$ cat config.mk
export PLATFORM = sky130hd
export DESIGN_NAME = multicycle_alu
export DESIGN_NICKNAME = d
export VERILOG_FILES = /design/src/rtl/multicycle_alu.sv
export SDC_FILE = /design/constraint.sdc
export NUM_CORES = 1
export LEC_CHECK = 0
export CORE_UTILIZATION = 60
export CTS_BUF_LIST = sky130_fd_sc_hd__clkbuf_4 sky130_fd_sc_hd__clkbuf_8 sky130_fd_sc_hd__clkbuf_16
export CTS_CLUSTER_SIZE = 20
export DETAILED_ROUTE_END_ITERATION = 16
export GPL_TIMING_DRIVEN = 0
export PLACE_DENSITY_LB_ADDON = 0.2
export SYNTH_ARGS = -nofsm -noshare
export SYNTH_HDL_FRONTEND = slang
export SYNTH_SLANG_ARGS = --single-unit
export TNS_END_PERCENT = 100
$ cat constraint.sdc
create_clock -name clock -period 3.9 [get_ports clock]
set_clock_uncertainty 0.1 [all_clocks]
set_input_delay 0.78 -clock clock [delete_from_list [all_inputs] [get_ports clock]]
set_output_delay 0.78 -clock clock [all_outputs]
set_load 0.03 [all_outputs]
$ cat src/rtl/multicycle_alu.sv
// Multicycle ALU: single-cycle logic/arith ops plus iterative MUL and DIV.
// Valid/ready on both sides; results and flags held until taken.
module multicycle_alu #(
  parameter int WIDTH      = 16,
  parameter bit SIGNED_CMP = 1'b0
) (
  input  logic             clock,
  input  logic             reset_n,
  input  logic             in_valid,
  output logic             in_ready,
  input  logic [3:0]       opcode,
  input  logic [WIDTH-1:0] operand1,
  input  logic [WIDTH-1:0] operand2,
  output logic             out_valid,
  input  logic             out_ready,
  output logic [WIDTH-1:0] result,
  output logic [WIDTH-1:0] result_hi,
  output logic             flag_zero,
  output logic             flag_carry,
  output logic             flag_overflow,
  output logic             flag_div0,
  output logic             busy
);

  localparam int SW = $clog2(WIDTH);
  localparam int CW = SW + 1;

  localparam logic [3:0] OP_ADD  = 4'b0000;
  localparam logic [3:0] OP_SUB  = 4'b0001;
  localparam logic [3:0] OP_MUL  = 4'b0010;
  localparam logic [3:0] OP_DIV  = 4'b0011;
  localparam logic [3:0] OP_SHL  = 4'b0100;
  localparam logic [3:0] OP_SHR  = 4'b0101;
  localparam logic [3:0] OP_ROL  = 4'b0110;
  localparam logic [3:0] OP_ROR  = 4'b0111;
  localparam logic [3:0] OP_AND  = 4'b1000;
  localparam logic [3:0] OP_OR   = 4'b1001;
  localparam logic [3:0] OP_XOR  = 4'b1010;
  localparam logic [3:0] OP_NOR  = 4'b1011;
  localparam logic [3:0] OP_NAND = 4'b1100;
  localparam logic [3:0] OP_XNOR = 4'b1101;
  localparam logic [3:0] OP_GT   = 4'b1110;
  localparam logic [3:0] OP_EQ   = 4'b1111;

  typedef enum logic [1:0] {
    S_IDLE, S_MUL, S_DIV, S_DONE
  } state_t;

  state_t state, state_n;

  logic [WIDTH-1:0] hi_q, lo_q, op2_q;
  logic [WIDTH-1:0] hi_n, lo_n;
  logic [CW-1:0]    cnt;
  logic             accept, last;

  logic [WIDTH:0]     add_s, sub_d, mul_s, div_sh;
  logic [WIDTH+1:0]   div_d;
  logic [2*WIDTH-1:0] dbl, rol_w, ror_w;
  logic [SW-1:0]      amt;
  logic [WIDTH-1:0]   alu_r;
  logic               alu_c, alu_v, gt;

  assign accept = in_valid && in_ready;
  assign last   = (cnt == CW'(WIDTH - 1));

  always_ff @(posedge clock or negedge reset_n) begin
    if (!reset_n) state <= S_IDLE;
    else          state <= state_n;
  end

  always_comb begin
    state_n = state;
    unique case (state)
      S_IDLE:
        if (accept) begin
          if (opcode == OP_MUL)      state_n = S_MUL;
          else if (opcode == OP_DIV) state_n = S_DIV;
          else                       state_n = S_DONE;
        end
      S_MUL, S_DIV:
        if (last) state_n = S_DONE;
      S_DONE:
        if (out_ready) state_n = S_IDLE;
      default: state_n = S_IDLE;
    endcase
  end

  // in_ready is forced low while reset is asserted so every output reads 0
  always_comb begin
    in_ready  = (state == S_IDLE) && reset_n;
    out_valid = (state == S_DONE);
    busy      = (state == S_MUL) || (state == S_DIV);
  end

  always_comb begin
    add_s = {1'b0, operand1} + {1'b0, operand2};
    sub_d = {1'b0, operand1} - {1'b0, operand2};
    amt   = operand2[SW-1:0];
    dbl   = {operand1, operand1};
    rol_w = dbl << amt;
    ror_w = dbl >> amt;
    if (SIGNED_CMP) gt = $signed(operand1) > $signed(operand2);
    else            gt = operand1 > operand2;
    alu_r = '0;
    alu_c = 1'b0;
    alu_v = 1'b0;
    case (opcode)
      OP_ADD: begin
        alu_r = add_s[WIDTH-1:0];
        alu_c = add_s[WIDTH];
        alu_v = (operand1[WIDTH-1] == operand2[WIDTH-1]) &&
                (add_s[WIDTH-1] != operand1[WIDTH-1]);
      end
      OP_SUB: begin
        alu_r = sub_d[WIDTH-1:0];
        alu_c = sub_d[WIDTH];
        alu_v = (operand1[WIDTH-1] != operand2[WIDTH-1]) &&
                (sub_d[WIDTH-1] != operand1[WIDTH-1]);
      end
      OP_SHL:  alu_r = operand1 << amt;
      OP_SHR:  alu_r = operand1 >> amt;
      OP_ROL:  alu_r = rol_w[2*WIDTH-1:WIDTH];
      OP_ROR:  alu_r = ror_w[WIDTH-1:0];
      OP_AND:  alu_r = operand1 & operand2;
      OP_OR:   alu_r = operand1 | operand2;
      OP_XOR:  alu_r = operand1 ^ operand2;
      OP_NOR:  alu_r = ~(operand1 | operand2);
      OP_NAND: alu_r = ~(operand1 & operand2);
      OP_XNOR: alu_r = ~(operand1 ^ operand2);
      OP_GT:   alu_r = {{(WIDTH-1){1'b0}}, gt};
      OP_EQ:   alu_r = {{(WIDTH-1){1'b0}}, operand1 == operand2};
      default: alu_r = '0;
    endcase
  end

  // one shift-add or restoring-divide step; {hi,lo} is the working pair
  always_comb begin
    mul_s  = {1'b0, hi_q} + (lo_q[0] ? {1'b0, op2_q} : '0);
    div_sh = {hi_q, lo_q[WIDTH-1]};
    div_d  = {1'b0, div_sh} - {2'b00, op2_q};
    if (state == S_MUL) begin
      hi_n = mul_s[WIDTH:1];
      lo_n = {mul_s[0], lo_q[WIDTH-1:1]};
    end else if (div_d[WIDTH+1]) begin
      hi_n = div_sh[WIDTH-1:0];
      lo_n = {lo_q[WIDTH-2:0], 1'b0};
    end else begin
      hi_n = div_d[WIDTH-1:0];
      lo_n = {lo_q[WIDTH-2:0], 1'b1};
    end
  end

  always_ff @(posedge clock or negedge reset_n) begin
    if (!reset_n) begin
      hi_q          <= '0;
      lo_q          <= '0;
      op2_q         <= '0;
      cnt           <= '0;
      result        <= '0;
      result_hi     <= '0;
      flag_zero     <= 1'b0;
      flag_carry    <= 1'b0;
      flag_overflow <= 1'b0;
      flag_div0     <= 1'b0;
    end else if (state == S_IDLE && accept) begin
      hi_q  <= '0;
      lo_q  <= operand1;
      op2_q <= operand2;
      cnt   <= '0;
      if (opcode != OP_MUL && opcode != OP_DIV) begin
        result        <= alu_r;
        result_hi     <= '0;
        flag_zero     <= (alu_r == '0);
        flag_carry    <= alu_c;
        flag_overflow <= alu_v;
        flag_div0     <= 1'b0;
      end
    end else if (busy) begin
      hi_q <= hi_n;
      lo_q <= lo_n;
      cnt  <= cnt + 1'b1;
      if (last) begin
        result        <= lo_n;
        result_hi     <= hi_n;
        flag_zero     <= (lo_n == '0);
        flag_carry    <= 1'b0;
        flag_overflow <= 1'b0;
        flag_div0     <= (state == S_DIV) && (op2_q == '0);
      end
    end
  end

endmodule

==> flow_metrics.py, run 1 <==
metrics = {
    "clocking": {
        "cts_buffer_depth": 2,
        "clock_latency_ns": 0.35,
        "cts_tree": "done",
        "holdBufCountCts": 0,
        "path_clk_slew_ns": 0.07,
        "cts_sinks": 91,
        "cts_buffers": 9,
        "clock-root-buffer": "clkbuf_16",
        "htree_levels": 3,
    },
    "detailed_routing": {
        "first_iter_violations": 1461,
        "drt_wl_total_um": 41990,
        "viasPerCell": 7.120,
        "vias": 11883,
        "wl_per_cell_um": 25.16,
        "drcViolationCount": 0,
        "dr.pass1.iters": 6,
        "drtAntennaViolNets": 0,
    },
    "critical_path": {
        "cp_top_family": "simple AND/OR/NAND/NOR gates",
        "criticalPathCategory": "in -> reg",
        "critPathSlowestCell": "or4_4",
        "r2r_cells": 11,
        "critical-path-max-stage-delay_ns": 0.62,
        "cp_max_fo": 10,
        "r2r-start": "hi_q[0]$_DFFE_PN0P_",
        "cp_num_buf_inv": 3,
        "path_cells": "clkdlybuf4s50_1 -> inv_1 -> ha_1 -> buf_2 -> or3_1 -> o221ai_2 -> a21o_1 -> a31oi_1 -> or4_4 -> nor4_4 -> nand4_1 -> o31ai_2",
        "rr_endpoint": "result_hi[2]$_DFFE_PN0P_",
        "r2r_slack_ns": 0.21,
        "start_kind": "input port",
        "end_kind": "flop",
        "arrival_ns": 4.10,
        "critPathRequiredTime_ns": 4.05,
    },
    "sta": {
        "hold_slack_ns": 0.2071,
        "slew-limit-headroom": 0.2803,
        "min_period_over_period": 1.011,
        "worst_pin_slew_ns": 1.065,
        "final_hold_viol_count": 0,
        "min_period_ns": 3.941,
        "fmax_ghz": 0.2537,
        "rsz0062_at_grt": "true",
        "setup_viol": 1,
        "fin_ws_ns": -0.04133,
        "slew_viol_final": 0,
    },
    "layout": {
        "stdcell_count": 1669,
        "drive_above_1_share": 0.1343,
        "areaGrowthSynthToFinish_pct": 17.50,
        "layout_commonest_cell": "nand2_1",
        "final_core_util": 0.7267,
        "final_cell_mix": "nand2_1 (122), o21ai_0 (105), nor2_1 (91), dfrtp_1 (91), a21oi_1 (87)",
        "num-nets-final": 1571,
        "diodes": 0,
        "design_area_um2": 12660,
        "fillCellCount": 1373,
    },
    "floorplan": {
        "rows": 48,
        "die_h_um": 136.0,
        "die_w_um": 136.0,
        "core_um2": 17420,
        "pin_count": 79,
        "initial_utilization": 0.6185,
        "die-area_um2": 18490,
    },
    "place": {
        "pre_cts_slack_ns": -1.615,
        "hpwlAfterDp_um": 32400,
        "portBuffers": 76,
        "gp_congestion": 1.069,
        "dpl_cell_area_um2": 11850,
        "place_inst": 1636,
    },
    "synth": {
        "netlist_instances": 1334,
        "synth-seq-cells": 91,
        "syn_area_um2": 10770,
        "ys.flop_type": "dfrtp_1",
        "synthArstFlopShare": 1.000,
        "synth_cell_type_count": 86,
        "syn_avg_cell_area_um2": 8.075,
        "synth_nets": 1465,
        "synth_edf_count": 0,
        "seq_area_frac_synth": 0.2114,
        "ys_warn_count": 0,
    },
    "grt": {
        "grt_first_pass_wirelength_um": 63690,
        "overflow": 0,
        "grt_pass1_vias": 10940,
        "grtUsageTotal": 0.4590,
        "grt_max_degree": 75,
        "grt_antenna_before_repair": 0,
    },
    "min_path": {
        "hold_path.class": "in -> async",
    },
    "outcome": {
        "violations": "setup timing",
        "status": "finished, violations left",
    },
    "power_and_ir_drop": {
        "leakage_uw": 0.005264,
        "vdd_drop_max_uv": 606.3,
        "power_density_nw_per_um2": 717.2,
    },
    "job": {
        "maxCapViolCount": 0,
    },
}
[logic make-up (layout without fill, tap and decap cells)]
| group | Yosys count | in the layout | synth area share |
|---|---|---|---|
| AO/OA/AOI/OAI | 437 | 437 | 0.2710 |
| XOR/XNOR | 44 | 44 | 0.03578 |
| adder cells (fa/ha/maj) | 91 | 91 | 0.1085 |
| buffers and inverters | 163 | 273 | 0.06168 |
| flip-flops | 91 | 91 | 0.2114 |
| multiplexers | 80 | 80 | 0.1102 |
| AND/OR/NAND/NOR | 428 | 428 | 0.2014 |
[repair_timing]
action | CTS | global route
pin swaps | 15 | 8
buffers inserted | 16 | 6
gates cloned | 0 | 0
setup endpoints to repair | 21 | 33
gates resized for setup | 114 | 43
[worst reg2reg max path, cell delays in order, from the launching register on]
cell,delay [ns]
dfrtp_1,0.47
ha_1,0.32
nor2b_1,0.15
o31a_1,0.30
o41ai_4,0.40
a211oi_1,0.28
o41ai_4,0.38
nand2_1,0.26
buf_2,0.29
a221oi_1,0.32
a21oi_1,0.14
o21ai_0,0.20
[registers in the layout, summed over array words and instances, names as in the netlist]
name           flops
flag_div0          1
result_hi         16
hi_q              16
flag_carry         1
flag_zero          1
result            16
state              2
lo_q              16
flag_overflow      1
op2_q             16
cnt                5
[cells in the mapped netlist, types with 25 or more instances]
cell,instances,area (um^2)
nand2_1,122,457.9
nand3_1,28,140.1
o21ai_0,111,555.5
nor2_1,93,349.1
mux4_2,26,585.6
mux2i_1,41,410.4
ha_1,87,1089
and2_1,25,156.4
inv_1,70,262.8
a21oi_1,90,450.4
clkbuf_1,59,221.5
dfrtp_1,91,2277
[worst max path at each step]
stage	depth (start not counted)	from	slack, ns	endpoint
finish	12	operand2[5]	-0.04	flag_zero$_DFFE_PN0P_
global route	12	operand2[8]	-0.1	result[13]$_DFFE_PN0P_
CTS	14	operand2[3]	0.006	flag_zero$_DFFE_PN0P_
detailed placement	13	operand1[4]	-1.61	result[13]$_DFFE_PN0P_
global placement	11	reset_n	-2.78	flag_zero$_DFFE_PN0P_
floorplan	13	operand2[1]	0.12	result[13]$_DFFE_PN0P_
[final cells by class]
cell class | count | area, um^2 | share of cell area
Buffer | 88 | 475.5 | 0.03756
Tap cell | 225 | 281.5 | 0.02224
Clock inverter | 5 | 37.54 | 0.002966
Inverter | 71 | 284.0 | 0.02244
Multi-Input combinational cell | 1080 | 8140 | 0.6431
Sequential cell | 91 | 2277 | 0.1799
Clock buffer | 10 | 232.7 | 0.01839
Timing Repair Buffer | 99 | 928.4 | 0.07335
[layer usage]
layer | track usage | vias to the layer above | wire, um
met5 | 0 | - | 0
met4 | 0.3099 | 0 | 3236
met3 | 0.09471 | 197 | 4562
met2 | 0.7185 | 888 | 18410
met1 | 0.5691 | 5630 | 15790
li1 | - | 5168 | -
[per-stage QoR]
step	power [uW]	setup TNS [ns]
floorplan	6071	0
global placement	7688	-321.74
detailed placement	7863	-19.73
CTS	8829	0
global route	9641	-0.2137
finish	9078	-0.04133
[where the power goes]
group	internal (uW)	switching, uW	total (uW)	leakage (uW)
sequential	1400	408	1810	0.00110
clock	439	382	821	0.000129
combinational	2590	3860	6440	0.00404
No activity file was read; power rests on OpenSTA's default activity.
==> run 2: changes to the inputs <==
--- a/config.mk
+++ b/config.mk
@@ -5,7 +5,9 @@
 export SDC_FILE = /design/constraint.sdc
 export NUM_CORES = 1
 export LEC_CHECK = 0
-export CORE_UTILIZATION = 60
+export CELL_PAD_IN_SITES_DETAIL_PLACEMENT = 0
+export CELL_PAD_IN_SITES_GLOBAL_PLACEMENT = 1
+export CORE_UTILIZATION = 46
 export CTS_BUF_LIST = sky130_fd_sc_hd__clkbuf_4 sky130_fd_sc_hd__clkbuf_8 sky130_fd_sc_hd__clkbuf_16
 export CTS_CLUSTER_SIZE = 20
 export DETAILED_ROUTE_END_ITERATION = 16
==> constraint.sdc (replaced) <==
create_clock -name clock -period 4.4 [get_ports clock]
set_clock_uncertainty 0.1 [all_clocks]
set_input_delay 0.88 -clock clock [delete_from_list [all_inputs] [get_ports clock]]
set_output_delay 0.88 -clock clock [all_outputs]
set_load 0.02 [all_outputs]
==> flow_metrics.py, run 2 (synthesized netlist as in run 1, its figures left out) <==
metrics = {
    "floorplan": {
        "die-area_um2": 24030,
        "die_w_um": 155.0,
        "rows": 55,
        "pin_count": 79,
        "core_um2": 22780,
        "initial_utilization": 0.4729,
        "die_h_um": 155.0,
    },
    "critical_path": {
        "start_kind": "input port",
        "arrival_ns": 4.50,
        "critPathRequiredTime_ns": 4.55,
        "criticalPathCategory": "in -> reg",
        "cp_max_fo": 11,
        "critical-path-max-stage-delay_ns": 0.54,
        "end_kind": "flop",
        "path_cells": "clkdlybuf4s15_1 -> inv_1 -> ha_1 -> clkbuf_2 -> o21ai_2 -> o21ai_1 -> a31o_2 -> a21oi_2 -> nand2b_1 -> a21oi_1 -> a2bb2oi_1 -> or3b_1 -> a221o_1",
        "critPathSlowestCell": "clkdlybuf4s15_1",
    },
    "clocking": {
        "cts_tree": "done",
        "clock_latency_ns": 0.36,
        "cts_buffers": 9,
        "clock-root-buffer": "clkbuf_16",
        "cts_sinks": 91,
        "path_clk_slew_ns": 0.08,
        "cts_buffer_depth": 2,
        "holdBufCountCts": 0,
        "htree_levels": 3,
    },
    "layout": {
        "final_cell_mix": "nand2_1 (122), o21ai_0 (106), nor2_1 (92)",
        "num-nets-final": 1559,
        "layout_commonest_cell": "nand2_1",
        "areaGrowthSynthToFinish_pct": 16.51,
        "final_core_util": 0.5509,
        "drive_above_1_share": 0.09909,
        "design_area_um2": 12550,
    },
    "power_and_ir_drop": {
        "p_clk_frac": 0.113,
        "p_seq_frac": 0.200,
        "leakage_uw": 0.005239,
        "power_frac_comb": 0.688,
        "vdd_drop_max_uv": 288.2,
        "power_density_nw_per_um2": 636.6,
        "internal_power_uw": 3989,
        "switching_share": 0.5007,
        "switching_power_uw": 4000,
    },
    "detailed_routing": {
        "drtAntennaViolNets": 0,
        "drcViolationCount": 0,
        "wl_per_cell_um": 24.73,
        "drt_wl_total_um": 43260,
        "dr.pass1.iters": 6,
        "vias": 11323,
        "viasPerCell": 6.474,
        "first_iter_violations": 1049,
    },
    "job": {
        "maxCapViolCount": 0,
    },
    "sta": {
        "fmax_ghz": 0.2299,
        "worst_pin_slew_ns": 1.117,
        "setup_viol": 0,
        "min_period_ns": 4.350,
        "slew-limit-headroom": 0.2452,
        "final_hold_viol_count": 0,
        "rsz0062_at_grt": "true",
        "slew_viol_final": 0,
        "fin_ws_ns": 0.05020,
        "min_period_over_period": 0.9886,
    },
    "place": {
        "pre_cts_slack_ns": -1.381,
        "portBuffers": 76,
        "dpl_cell_area_um2": 11960,
        "hpwlAfterDp_um": 33920,
        "gp_congestion": 1.013,
    },
    "min_path": {
        "hold_path.class": "in -> async",
    },
    "grt": {
        "overflow": 0,
        "grt_max_degree": 71,
        "grt_antenna_before_repair": 0,
        "grt_first_pass_wirelength_um": 65440,
        "grt_pass1_vias": 10765,
        "grtUsageTotal": 0.3626,
    },
    "outcome": {
        "status": "finished, final reports clean",
    },
}
-- run 2: changes by cell type in the layout (fill, tap and decap cells not counted), sizes merged, moves of 2 or more --
cell	change
dlymetal6s2s	+5
clkdlybuf4s50	+3
bufinv	+2
buf	-11
clkdlybuf4s15	-2
inv	+2
clkbuf	-6
dlygate4sd2	-2
clkinvlp	-3
diode	+3
-- run 2: through the flow --
step / power (uW) / TNS [ns] / hold slack [ns] / std cells
after floorplan: 5272 / 0 / 0.3911 / 1334
after global placement: 6889 / -310.92 / 0.3611 / 1723
after detailed placement: 6944 / -14.66 / 0.3690 / 1724
after CTS: 7889 / 0 / 0.3352 / 1744
after global routing: 8587 / -0.007284 / 0.3493 / 1746
final: 7989 / 0 / 0.3258 / 1749
-- run 2: layout make-up --
type | count | area, um^2
timing repair buffer | 87 | 868.3
fill | 2149 | 10230
sequential | 91 | 2277
buffer | 88 | 404.1
tap | 313 | 391.6
clock inverter | 7 | 122.6
multi-input combinational | 1080 | 7976
antenna | 3 | 7.507
clock buffer | 9 | 225.2
inverter | 71 | 276.5
-- run 2: timing repair --
action	CTS	global route
pin swaps	4	2
buffers inserted	6	4
endpoints found under the setup margin	15	9
gates resized for setup	43	34
-- run 2: path summary, 6_finish.rpt --
kind,start,slack (ns),to,depth (start not counted)
worst max-delay path,operand1[2],0.05,result[13]$_DFFE_PN0P_,13
worst min-delay path,reset_n,0.33,result_hi[6]$_DFFE_PN0P_,1
worst max register to register,hi_q[0]$_DFFE_PN0P_,0.48,hi_q[14]$_DFFE_PN0P_,11
worst min register to register,result_hi[11]$_DFFE_PN0P_,0.38,result_hi[11]$_DFFE_PN0P_,2
max in group asynchronous,reset_n,3.23,op2_q[0]$_DFFE_PN0P_,2
min in group clock,result_hi[11]$_DFFE_PN0P_,0.38,result_hi[11]$_DFFE_PN0P_,2
-- run 2: critical path, delay by kind of cell --
family                   cells  cell delay [ns]
AO/OA/AOI/OAI                7             1.46
buffers and inverters        3             1.07
adder cells (fa/ha/maj)      1             0.41
AND/OR/NAND/NOR              2             0.67
-- run 2: power groups by stage --
stage                     registers (uW)  logic, uW  clock network [uW]
final                               1590       5500                 900
after global routing                1640       6010                 936
after CTS                           1590       5400                 905
after detailed placement            1600       5340                   0
after global placement              1590       5300                   0
after floorplan                     1640       3630                   0
-- run 2: routing by layer --
metal  track usage  up-vias  wire (um)
li1              -     5151          -
met3       0.06462      149       3767
met2        0.5759      653      19390
met1        0.4563     5370      17290
met5             0        -          0
met4        0.2291        0       2813
